--- src/rtl/mem_port_arbiter_if.sv ---
// mem_port_arbiter_if
// Bundles the two requester ports (fetch and load/store) and the shared
// single-port memory command/response port into one interface.
//
// Signals:
//   if_req / if_addr / if_flush     fetch read request, address, redirect flush
//   if_gnt / if_rvalid / if_rdata   fetch grant and read response
//   ls_req / ls_we / ls_addr        LSU request, write flag, address
//   ls_wdata / ls_be                LSU write data and byte enables
//   ls_gnt / ls_rvalid / ls_rdata   LSU grant and read response
//   mem_en / mem_we / mem_addr      memory command valid, write, address
//   mem_wdata / mem_be              memory write data and byte enables
//   mem_rdata                       memory read data (fixed latency)
//
// Modports:
//   slave  - the arbiter's view
//   master - the requesters-plus-memory view (used by the environment)
interface mem_port_arbiter_if #(
    parameter int ADDR_W = 32,
    parameter int DATA_W = 32
);
    localparam int BE_W = DATA_W / 8;

    logic              if_req;
    logic [ADDR_W-1:0] if_addr;
    logic              if_flush;
    logic              if_gnt;
    logic              if_rvalid;
    logic [DATA_W-1:0] if_rdata;

    logic              ls_req;
    logic              ls_we;
    logic [ADDR_W-1:0] ls_addr;
    logic [DATA_W-1:0] ls_wdata;
    logic [BE_W-1:0]   ls_be;
    logic              ls_gnt;
    logic              ls_rvalid;
    logic [DATA_W-1:0] ls_rdata;

    logic              mem_en;
    logic              mem_we;
    logic [ADDR_W-1:0] mem_addr;
    logic [DATA_W-1:0] mem_wdata;
    logic [BE_W-1:0]   mem_be;
    logic [DATA_W-1:0] mem_rdata;

    modport slave (
        input  if_req, if_addr, if_flush,
        output if_gnt, if_rvalid, if_rdata,
        input  ls_req, ls_we, ls_addr, ls_wdata, ls_be,
        output ls_gnt, ls_rvalid, ls_rdata,
        output mem_en, mem_we, mem_addr, mem_wdata, mem_be,
        input  mem_rdata
    );

    modport master (
        output if_req, if_addr, if_flush,
        input  if_gnt, if_rvalid, if_rdata,
        output ls_req, ls_we, ls_addr, ls_wdata, ls_be,
        input  ls_gnt, ls_rvalid, ls_rdata,
        input  mem_en, mem_we, mem_addr, mem_wdata, mem_be,
        output mem_rdata
    );
endinterface

--- src/rtl/mem_port_arbiter.sv ---
// mem_port_arbiter
// Shares one single-port synchronous memory between the fetch stage and the
// load/store unit. The LSU wins arbitration by default; a starvation counter
// hands the port to fetch after STARVE_MAX consecutive LSU grants made while
// fetch was waiting. One command is issued per cycle and read data is routed
// back to whichever requester issued the read, RD_LAT cycles later. A fetch
// flush discards every fetch read still in flight.
//
// Ports:
//   i_clk      clock, rising edge
//   i_reset_n  asynchronous active-low reset
//   bus        mem_port_arbiter_if.slave (requester ports + memory port)
//
// Parameters:
//   ADDR_W, DATA_W  must match the interface instance
//   RD_LAT          memory read latency, 1..4
//   STARVE_MAX      LSU grants tolerated while fetch waits, 1..15
module mem_port_arbiter #(
    parameter int ADDR_W     = 32,
    parameter int DATA_W     = 32,
    parameter int RD_LAT     = 1,
    parameter int STARVE_MAX = 4
) (
    input  logic              i_clk,
    input  logic              i_reset_n,
    mem_port_arbiter_if.slave bus
);

    localparam int         BE_W       = DATA_W / 8;
    localparam logic [3:0] STARVE_LIM = 4'(STARVE_MAX);

    typedef enum logic {
        OWNER_IF = 1'b0,
        OWNER_LS = 1'b1
    } owner_e;

    logic [3:0]              starve_cnt;
    logic [3:0]              starve_next;
    logic                    if_gnt_c;
    logic                    ls_gnt_c;
    logic [RD_LAT-1:0]       pipe_valid;
    owner_e [RD_LAT-1:0]     pipe_owner;
    logic                    out_valid;
    owner_e                  out_owner;

    // Grant decision. Grants are forced low while reset is asserted so the
    // memory port stays quiet even if requesters keep their req high.
    // Fetch only beats a pending LSU request once the starvation limit is
    // reached, and never while it is being flushed.
    always_comb begin
        if_gnt_c = 1'b0;
        ls_gnt_c = 1'b0;
        if (i_reset_n) begin
            if_gnt_c = bus.if_req && !bus.if_flush &&
                       (!bus.ls_req || (starve_cnt == STARVE_LIM));
            ls_gnt_c = bus.ls_req && !if_gnt_c;
        end
    end

    // Starvation counter next value. It tracks LSU grants taken while fetch
    // was waiting and restarts whenever fetch is served or stops asking. It
    // saturates at the limit so a flush held at the limit cannot push it past
    // the point where fetch would win again.
    always_comb begin
        starve_next = starve_cnt;
        if (!bus.if_req || if_gnt_c) begin
            starve_next = 4'd0;
        end else if (ls_gnt_c && (starve_cnt != STARVE_LIM)) begin
            starve_next = starve_cnt + 4'd1;
        end
    end

    always_ff @(posedge i_clk or negedge i_reset_n) begin
        if (!i_reset_n) begin
            starve_cnt <= 4'd0;
        end else begin
            starve_cnt <= starve_next;
        end
    end

    // Memory command mux. Fetch always reads full words; an idle port drives
    // zeros everywhere so nothing stale leaks onto the memory bus.
    always_comb begin
        bus.mem_en    = 1'b0;
        bus.mem_we    = 1'b0;
        bus.mem_addr  = '0;
        bus.mem_wdata = '0;
        bus.mem_be    = '0;
        if (if_gnt_c) begin
            bus.mem_en   = 1'b1;
            bus.mem_addr = bus.if_addr;
            bus.mem_be   = {BE_W{1'b1}};
        end else if (ls_gnt_c) begin
            bus.mem_en    = 1'b1;
            bus.mem_we    = bus.ls_we;
            bus.mem_addr  = bus.ls_addr;
            bus.mem_wdata = bus.ls_wdata;
            bus.mem_be    = bus.ls_be;
        end
    end

    // Response pipe: one {valid, owner} entry per cycle of read latency.
    // Stage 0 records this cycle's grant (writes enter as bubbles). Moving
    // down the pipe, a flush kills any fetch-owned entry so no response from
    // before the redirect ever reaches the fetch stage.
    always_ff @(posedge i_clk or negedge i_reset_n) begin
        if (!i_reset_n) begin
            pipe_valid <= '0;
            pipe_owner <= {RD_LAT{OWNER_IF}};
        end else begin
            pipe_valid[0] <= if_gnt_c || (ls_gnt_c && !bus.ls_we);
            pipe_owner[0] <= ls_gnt_c ? OWNER_LS : OWNER_IF;
            for (int k = 1; k < RD_LAT; k++) begin
                pipe_valid[k] <= pipe_valid[k-1] &&
                                 !(bus.if_flush && (pipe_owner[k-1] == OWNER_IF));
                pipe_owner[k] <= pipe_owner[k-1];
            end
        end
    end

    // Response routing from the last pipe stage. A fetch response arriving
    // in a flush cycle belongs to the old instruction stream, so it is
    // suppressed combinationally. Read data is zero unless its rvalid is up.
    always_comb begin
        out_valid     = pipe_valid[RD_LAT-1];
        out_owner     = pipe_owner[RD_LAT-1];
        bus.if_rvalid = out_valid && (out_owner == OWNER_IF) && !bus.if_flush;
        bus.ls_rvalid = out_valid && (out_owner == OWNER_LS);
        bus.if_rdata  = bus.if_rvalid ? bus.mem_rdata : '0;
        bus.ls_rdata  = bus.ls_rvalid ? bus.mem_rdata : '0;
        bus.if_gnt    = if_gnt_c;
        bus.ls_gnt    = ls_gnt_c;
    end

endmodule

--- src/flat_wrapper.sv ---
// flat-port wrapper written by rule: the top's interface ports become plain ports
module mem_port_arbiter_flat 
#(
    parameter int ADDR_W     = 32,
    parameter int DATA_W     = 32,
    parameter int RD_LAT     = 1,
    parameter int STARVE_MAX = 4
)
  (i_clk, i_reset_n, bus_if_req, bus_if_addr, bus_if_flush, bus_if_gnt, bus_if_rvalid, bus_if_rdata, bus_ls_req, bus_ls_we, bus_ls_addr, bus_ls_wdata, bus_ls_be, bus_ls_gnt, bus_ls_rvalid, bus_ls_rdata, bus_mem_en, bus_mem_we, bus_mem_addr, bus_mem_wdata, bus_mem_be, bus_mem_rdata);
  mem_port_arbiter_if #(.ADDR_W(ADDR_W), .DATA_W(DATA_W)) bus_i ();
  input  logic i_clk;
  input  logic i_reset_n;
  input wire logic [$bits(bus_i.if_req)-1:0] bus_if_req;
  input wire logic [$bits(bus_i.if_addr)-1:0] bus_if_addr;
  input wire logic [$bits(bus_i.if_flush)-1:0] bus_if_flush;
  output wire logic [$bits(bus_i.if_gnt)-1:0] bus_if_gnt;
  output wire logic [$bits(bus_i.if_rvalid)-1:0] bus_if_rvalid;
  output wire logic [$bits(bus_i.if_rdata)-1:0] bus_if_rdata;
  input wire logic [$bits(bus_i.ls_req)-1:0] bus_ls_req;
  input wire logic [$bits(bus_i.ls_we)-1:0] bus_ls_we;
  input wire logic [$bits(bus_i.ls_addr)-1:0] bus_ls_addr;
  input wire logic [$bits(bus_i.ls_wdata)-1:0] bus_ls_wdata;
  input wire logic [$bits(bus_i.ls_be)-1:0] bus_ls_be;
  output wire logic [$bits(bus_i.ls_gnt)-1:0] bus_ls_gnt;
  output wire logic [$bits(bus_i.ls_rvalid)-1:0] bus_ls_rvalid;
  output wire logic [$bits(bus_i.ls_rdata)-1:0] bus_ls_rdata;
  output wire logic [$bits(bus_i.mem_en)-1:0] bus_mem_en;
  output wire logic [$bits(bus_i.mem_we)-1:0] bus_mem_we;
  output wire logic [$bits(bus_i.mem_addr)-1:0] bus_mem_addr;
  output wire logic [$bits(bus_i.mem_wdata)-1:0] bus_mem_wdata;
  output wire logic [$bits(bus_i.mem_be)-1:0] bus_mem_be;
  input wire logic [$bits(bus_i.mem_rdata)-1:0] bus_mem_rdata;
  assign bus_i.if_req = bus_if_req;
  assign bus_i.if_addr = bus_if_addr;
  assign bus_i.if_flush = bus_if_flush;
  assign bus_if_gnt = bus_i.if_gnt;
  assign bus_if_rvalid = bus_i.if_rvalid;
  assign bus_if_rdata = bus_i.if_rdata;
  assign bus_i.ls_req = bus_ls_req;
  assign bus_i.ls_we = bus_ls_we;
  assign bus_i.ls_addr = bus_ls_addr;
  assign bus_i.ls_wdata = bus_ls_wdata;
  assign bus_i.ls_be = bus_ls_be;
  assign bus_ls_gnt = bus_i.ls_gnt;
  assign bus_ls_rvalid = bus_i.ls_rvalid;
  assign bus_ls_rdata = bus_i.ls_rdata;
  assign bus_mem_en = bus_i.mem_en;
  assign bus_mem_we = bus_i.mem_we;
  assign bus_mem_addr = bus_i.mem_addr;
  assign bus_mem_wdata = bus_i.mem_wdata;
  assign bus_mem_be = bus_i.mem_be;
  assign bus_i.mem_rdata = bus_mem_rdata;
  mem_port_arbiter #(.ADDR_W(ADDR_W), .DATA_W(DATA_W), .RD_LAT(RD_LAT), .STARVE_MAX(STARVE_MAX)) u_core (.i_clk(i_clk), .i_reset_n(i_reset_n), .bus(bus_i));
endmodule
--- config.mk ---
export PLATFORM = sky130hd
export DESIGN_NAME = mem_port_arbiter_flat
export DESIGN_NICKNAME = d
export VERILOG_FILES = /design/src/rtl/mem_port_arbiter_if.sv /design/src/rtl/mem_port_arbiter.sv /design/src/flat_wrapper.sv
export SDC_FILE = /design/constraint.sdc
export NUM_CORES = 1
export LEC_CHECK = 0
export ABC_AREA = 1
export ABC_CLOCK_PERIOD_IN_PS = 2000
export BUFFER_PORTS_ARGS = -buffer_cell sky130_fd_sc_hd__buf_2
export CORE_AREA = 2 2 108 110
export CTS_BUF_LIST = sky130_fd_sc_hd__clkbuf_4
export DETAILED_ROUTE_END_ITERATION = 10
export DIE_AREA = 0 0 110 112
export PLACE_DENSITY = 0.47
export REMOVE_ABC_BUFFERS = 1
export SETUP_SLACK_MARGIN = 0.2
export SYNTH_ARGS = -nofsm -noshare
export SYNTH_HDL_FRONTEND = slang
export SYNTH_SLANG_ARGS = --single-unit
--- constraint.sdc ---
create_clock -name i_clk -period 2 [get_ports i_clk]
set_input_delay 0 -clock i_clk [delete_from_list [all_inputs] [get_ports i_clk]]
set_output_delay 0 -clock i_clk [all_outputs]
set_load 0.01 [all_outputs]
; ---- Word level (Yosys, flattened, before mapping)
; Cells that the tools add are included.
[classes]
add_sub_neg = 1
eq_ne = 2
n_mux = 16
n_bitwise = 1
n_reduce_logical = 17
[ops]
columns = op, n
row1 = 32-bit 2-to-1 mux, 6
row2 = 4-bit 2-to-1 mux, 4
row3 = 1-bit logical AND, 8
row4 = 1-bit 2-to-1 mux, 6
row5 = 1-bit zero test, 5
row6 = "4-bit by 1-bit adder with 4-bit output, second input constant", 1
row7 = "4-bit by 3-bit == test with 1-bit output, second input constant", 1
row8 = "4-bit by 3-bit inequality test with 1-bit output, second input constant", 1
row9 = 1-bit logical OR, 3
row10 = 2-bit nonzero test, 1
row11 = 1-bit NOT, 1
[word_totals]
reg_bits = 6
input_bits = 138
out_inout_bits = 138
wordCells = 40

; ---- Longest topological paths before layout
[logic_depth]
word_depth = 9
depth_mapped = 9
ltp_nobuf = 8

; ---- Worst setup path after synthesis
; Ideal clock, no wire load.
[synth_path]
path_type = flip-flop to flip-flop
startpoint = register u_core.starve_cnt[0]
endpoint = register u_core.pipe_owner, in the netlist u_core.out_owner
setup_ns = 0.131
arrival_ns = 1.250
required_ns = 1.869
setup_slack_ns = 0.619
path_stages_with_launch = 10
n_path_buf = 2
synth_period_minus_slack_ns = 1.381
path_cell_list = dfrtp_1 > inv_1 > ha_1 > nand3_2 > nand2_1 > nand2_1 > nand3_2 > buf_4 > buf_6 > inv_1
[synth_via]
elab_chain_len = 7
[synth_lines]
columns = element, line_no
row1 = start: declaration, mem_port_arbiter.sv:37  ; logic [3:0] starve_cnt;
row2 = start signal: assignment, mem_port_arbiter.sv:77  ; starve_cnt <= starve_next;
row3 = 4-bit by 3-bit == test with 1-bit output, mem_port_arbiter.sv:55  ; (!bus.ls_req || (starve_cnt == STARVE_LIM));
row4 = 1-bit logical OR, mem_port_arbiter.sv:55
row5 = 1-bit logical AND, mem_port_arbiter.sv:54  ; if_gnt_c = bus.if_req && !bus.if_flush &&
row6 = 1-bit zero test, mem_port_arbiter.sv:56  ; ls_gnt_c = bus.ls_req && !if_gnt_c;
row7 = 1-bit logical AND, mem_port_arbiter.sv:56
row8 = 1-bit 2-to-1 mux, mem_port_arbiter.sv:53  ; if (i_reset_n) begin
row9 = net bus_ls_gnt, flat_wrapper.sv:24  ; output wire logic [$bits(bus_i.ls_gnt)-1:0] bus_ls_gnt;
row10 = 1-bit 2-to-1 mux, mem_port_arbiter.sv:112  ; pipe_owner[0] <= ls_gnt_c ? OWNER_LS : OWNER_IF;
row11 = end signal: assignment, mem_port_arbiter.sv:109  ; pipe_owner <= {RD_LAT{OWNER_IF}};
row12 = end signal: indexed assignment, mem_port_arbiter.sv:116  ; pipe_owner[k] <= pipe_owner[k-1];
row13 = end: declaration, mem_port_arbiter.sv:42  ; owner_e [RD_LAT-1:0] pipe_owner;
; The timed path passes the listed nets, and every way through them passes these cells.
; A chain may end at the register's enable or synchronous reset.

; ---- Final worst setup path
[layout_path]
startpoint = register u_core.starve_cnt[1]
endpoint = output port bus_mem_addr[17]
[layout_via]
elab_chain_len = 8
elab_cells_between_ends = 9
classes_between = eq/ne: 1 / mux: 4 / reduce/logical: 4
[layout_lines]
columns = element, line_no
row1 = 4-bit by 3-bit == test with 1-bit output (*), mem_port_arbiter.sv:55
row2 = 1-bit logical OR (*), mem_port_arbiter.sv:55
row3 = 1-bit logical AND (*), mem_port_arbiter.sv:54
row4 = 1-bit zero test, mem_port_arbiter.sv:56
row5 = 1-bit logical AND, mem_port_arbiter.sv:56
row6 = 1-bit 2-to-1 mux, mem_port_arbiter.sv:53
row7 = 32-bit 2-to-1 mux, mem_port_arbiter.sv:93  ; end else if (ls_gnt_c) begin
row8 = 32-bit 2-to-1 mux (*), mem_port_arbiter.sv:89  ; if (if_gnt_c) begin
row9 = end: declaration, flat_wrapper.sv:29  ; output wire logic [$bits(bus_i.mem_addr)-1:0] bus_mem_addr;
; Every way passes the cells marked *; elsewhere a longest branch is shown, timed or not.

==> summary.txt <==
leakage power: 0.00249 uW
number of routed nets with antenna violations: 0
Hold Crit Start: bus_if_req
hold depth: 3
syn_area_per_cell: 4.61 um2
top cell type's share of synthesized area: 25.9%
Die Area: 12300 um2
gpl congestion: 0.765
fmax: 0.561 GHz
final wirelength: 8710 um
fin crit period: 1.78 ns
Register Area: 150 um2
Max-Cap Viols: 0
Core Box Area: 11200 um2
Critical Path RT: 2.00 ns
clock root buffer: clkbuf_4
# diodes: 0
Flop pwr share: 17.7%
skew final: 0.000636 ns
Comb power frac: 67.4%
met1 wire length: 3130 um
CTS Buf Count: 3
Worst Max-Slew Pin Slew: 0.317 ns
Final Slew Violations: 0
element type at the critical path start: register
PwrDens: 221 nW/um2
Sink Count: 6
Iteration-0 DRC Markers: 134
r2r setup slk: 0.52 ns
Worst-path clk slew: 0.04 ns
post-DP HPWL: 6710 um
layout cells sized above 1: 50.3%
sequential fraction of the synthesis area: 9.87%
largest cells by area after synthesis: inv_1 26%, nor2_1 24%, nand2_1 12%, dfrtp_1 9.9%, o21ai_0 7.9%
worst-path cell chain: inv_2, ha_4, nand3_4, nand2_4, nand2_1, nand3_4, clkbuf_16, o21ai_0, buf_2
Worst-Skew Late Latency: 0.24 ns
initial antenna violation count: 0
area of the multi-input gates: 908 um2
chip height: 112 um
Design Area, Final: 3300 um2
post-route insts no fill: 751
vias per inst: 3.82
hold endpoint: u_core.starve_cnt[2]$_DFFE_PN0P_
grt total ovfl: 0
area of the mapped netlist: 1520 um2
fin nets: 750
Critical Path AT: 1.78 ns
worst r2r path cells: 8
Post-Synthesis Cells: 330
Critical R2R Launch: u_core.starve_cnt[1]$_DFFE_PN0P_
Critical path buffers and inverters: 3
CTS HTree Levels: 1
Via Count: 2866
final worst-path cycle share: 89.2%
initial core utilization: 13.6%
Sw Share: 41.0%
Residual DRC: 0
WL met3: 785 um
Bufs on Longest Clock Path: 2
largest net degree at the start of global routing: 69
vias in the first global route: 2577
Synth area leader: inv_1
IO buf count: 275
TritonRoute pass-1 iters: 5
clock power share: 14.8%
Yosys Warn Count: 0
Crit path largest cell delay: 0.37 ns
Netlist cell types: 16
Layout area overhead: 117%
Slew HR: 78.8%
uppermost layer routed: met4
RSZ-0062 raised after global routing: yes
io pins: 276
Top cell by count, worst path: nand3_4
die width: 110 um
row cnt: 39
Placed Area: 3020 um2
Fillers: 1283
Hold Violations, Final: 0
WL met2: 4770 um
Wirelength per Cell: 11.6 um
CTS tree: yes
first-pass GRT wire length: 11500 um
CP Capture Type: output pin
critical path type: reg2out
FF-to-FF End: u_core.out_valid$_DFF_PN0_
final setup vio count: 0
setup TNS: 0 ns
Yosys reg bits: 6
Worst path slowest cell: dfrtp_1
worst min-delay path class: in2reg
VDD IR-drop max: 0.0000940 V
placed cell count: 734
Psw: 299 uW
Top Family by Delay on Critical Path: buffers and inverters
All-Layer GR Usage: 11.6%
Internal: 429 uW
outcome: complete, no violations
CP Max Fanout: 17
-- final cells by class --
cell class	instances	area share [%]
repair buffers	294	49.7
inverters	106	12.1
well taps	143	5.42
flip-flops and latches	6	4.55
multi-input cells	199	27.5
clock buffers	3	0.683
-- synth_stat cells, drive strengths merged --
cell / n
nand3: 9
clkbuf: 6
ha: 2
nand2: 49
inv: 106
nand4: 5
nor2: 99
buf: 13
xor2: 2
o21ai: 33
dfrtp: 6
-- how the worst max path moves through the flow --
stage	startpoint	end	slack, ns	cells after the start
after floorplan	u_core.starve_cnt[0]$_DFFE_PN0P_	bus_mem_addr[0]	0.02	7
after global placement	u_core.starve_cnt[0]$_DFFE_PN0P_	bus_mem_addr[11]	0.33	9
after detailed placement	u_core.starve_cnt[0]$_DFFE_PN0P_	bus_mem_addr[22]	0.33	9
after CTS	u_core.starve_cnt[0]$_DFFE_PN0P_	bus_mem_addr[10]	0.20	11
after global routing	u_core.starve_cnt[1]$_DFFE_PN0P_	bus_mem_addr[6]	0.16	11
final	u_core.starve_cnt[1]$_DFFE_PN0P_	bus_mem_addr[17]	0.22	9
-- state kept, by name, summed over array words and instances, names as in the netlist --
name               flops
u_core.starve_cnt      4
u_core.out_valid       1
u_core.out_owner       1
-- cells by family after synthesis --
| logic type | count (synthesis) | share of synthesized area [%] |
|---|---|---|
| AOI/OAI and AO/OA | 33 | 10.9 |
| xor gates and xnor gates | 2 | 1.15 |
| buffers and inverters | 125 | 34.3 |
| adders and majority gates | 2 | 1.64 |
| DFF | 6 | 9.87 |
| and+or+nand+nor | 162 | 42.2 |
-- what timing repair did --
| action | in CTS | in global routing |
|---|---|---|
| buffers inserted | 4 | 3 |
| hold buffers | 2 | 0 |
| pin swaps | 0 | 2 |
| gates cloned | 1 | 4 |
| hold endpoints to repair | 7 | 0 |
| gates resized for setup | 4 | 21 |
| endpoints found under the setup margin | 30 | 68 |
-- metrics by stage --
step / setup slack (ns) / util [%] / hold slack (ns) / total power [uW]
2_1_floorplan: 0.0159 / - / -0.296 / 302
3_3_place_gp: 0.328 / 27.0 / -0.112 / 564
3_5_place_dp: 0.330 / 27.0 / -0.109 / 569
4_1_cts: 0.201 / 28.0 / 0.0620 / 695
5_1_grt: 0.164 / 29.5 / 0.0804 / 796
6_report: 0.216 / 29.5 / 0.0752 / 727
-- routing by layer --
layer  vias to the layer above  track usage (%)
met4                         0             1.35
met2                       175             24.2
met1                      1201             11.9
met5                         -                0
met3                         5             1.64
li1                       1485                -
-- worst min-delay path: stages --
cell     delay [ns]
buf_2          0.14
nand4_1        0.09
nand2_1        0.04
-- power by group through the flow --
stage	sequential (uW)	clock, uW	combinational [uW]
floorplan	131	0	172
global placement	131	0	433
detailed placement	131	0	438
CTS	128	112	455
global route	130	120	547
finish	129	108	491
-- cell usage in the layout (no fill, tap or decap) --
cell type        n
dfrtp_1          6
buf_4            9
nand3_4          3
buf_2          275
nor2_1          99
nand3_1          6
ha_1             1
nand4_1          5
ha_4             1
xor2_1           2
inv_1          103
clkbuf_16        3
buf_6            1
dlygate4sd3_1    2
nand2_4          1
o21ai_1         16
clkbuf_4         3
buf_12           3
buf_16           1
inv_4            1
inv_2            2
nand2_1         48
o21ai_0         14
o21ai_2          3
(Power assumes the default switching activity.)
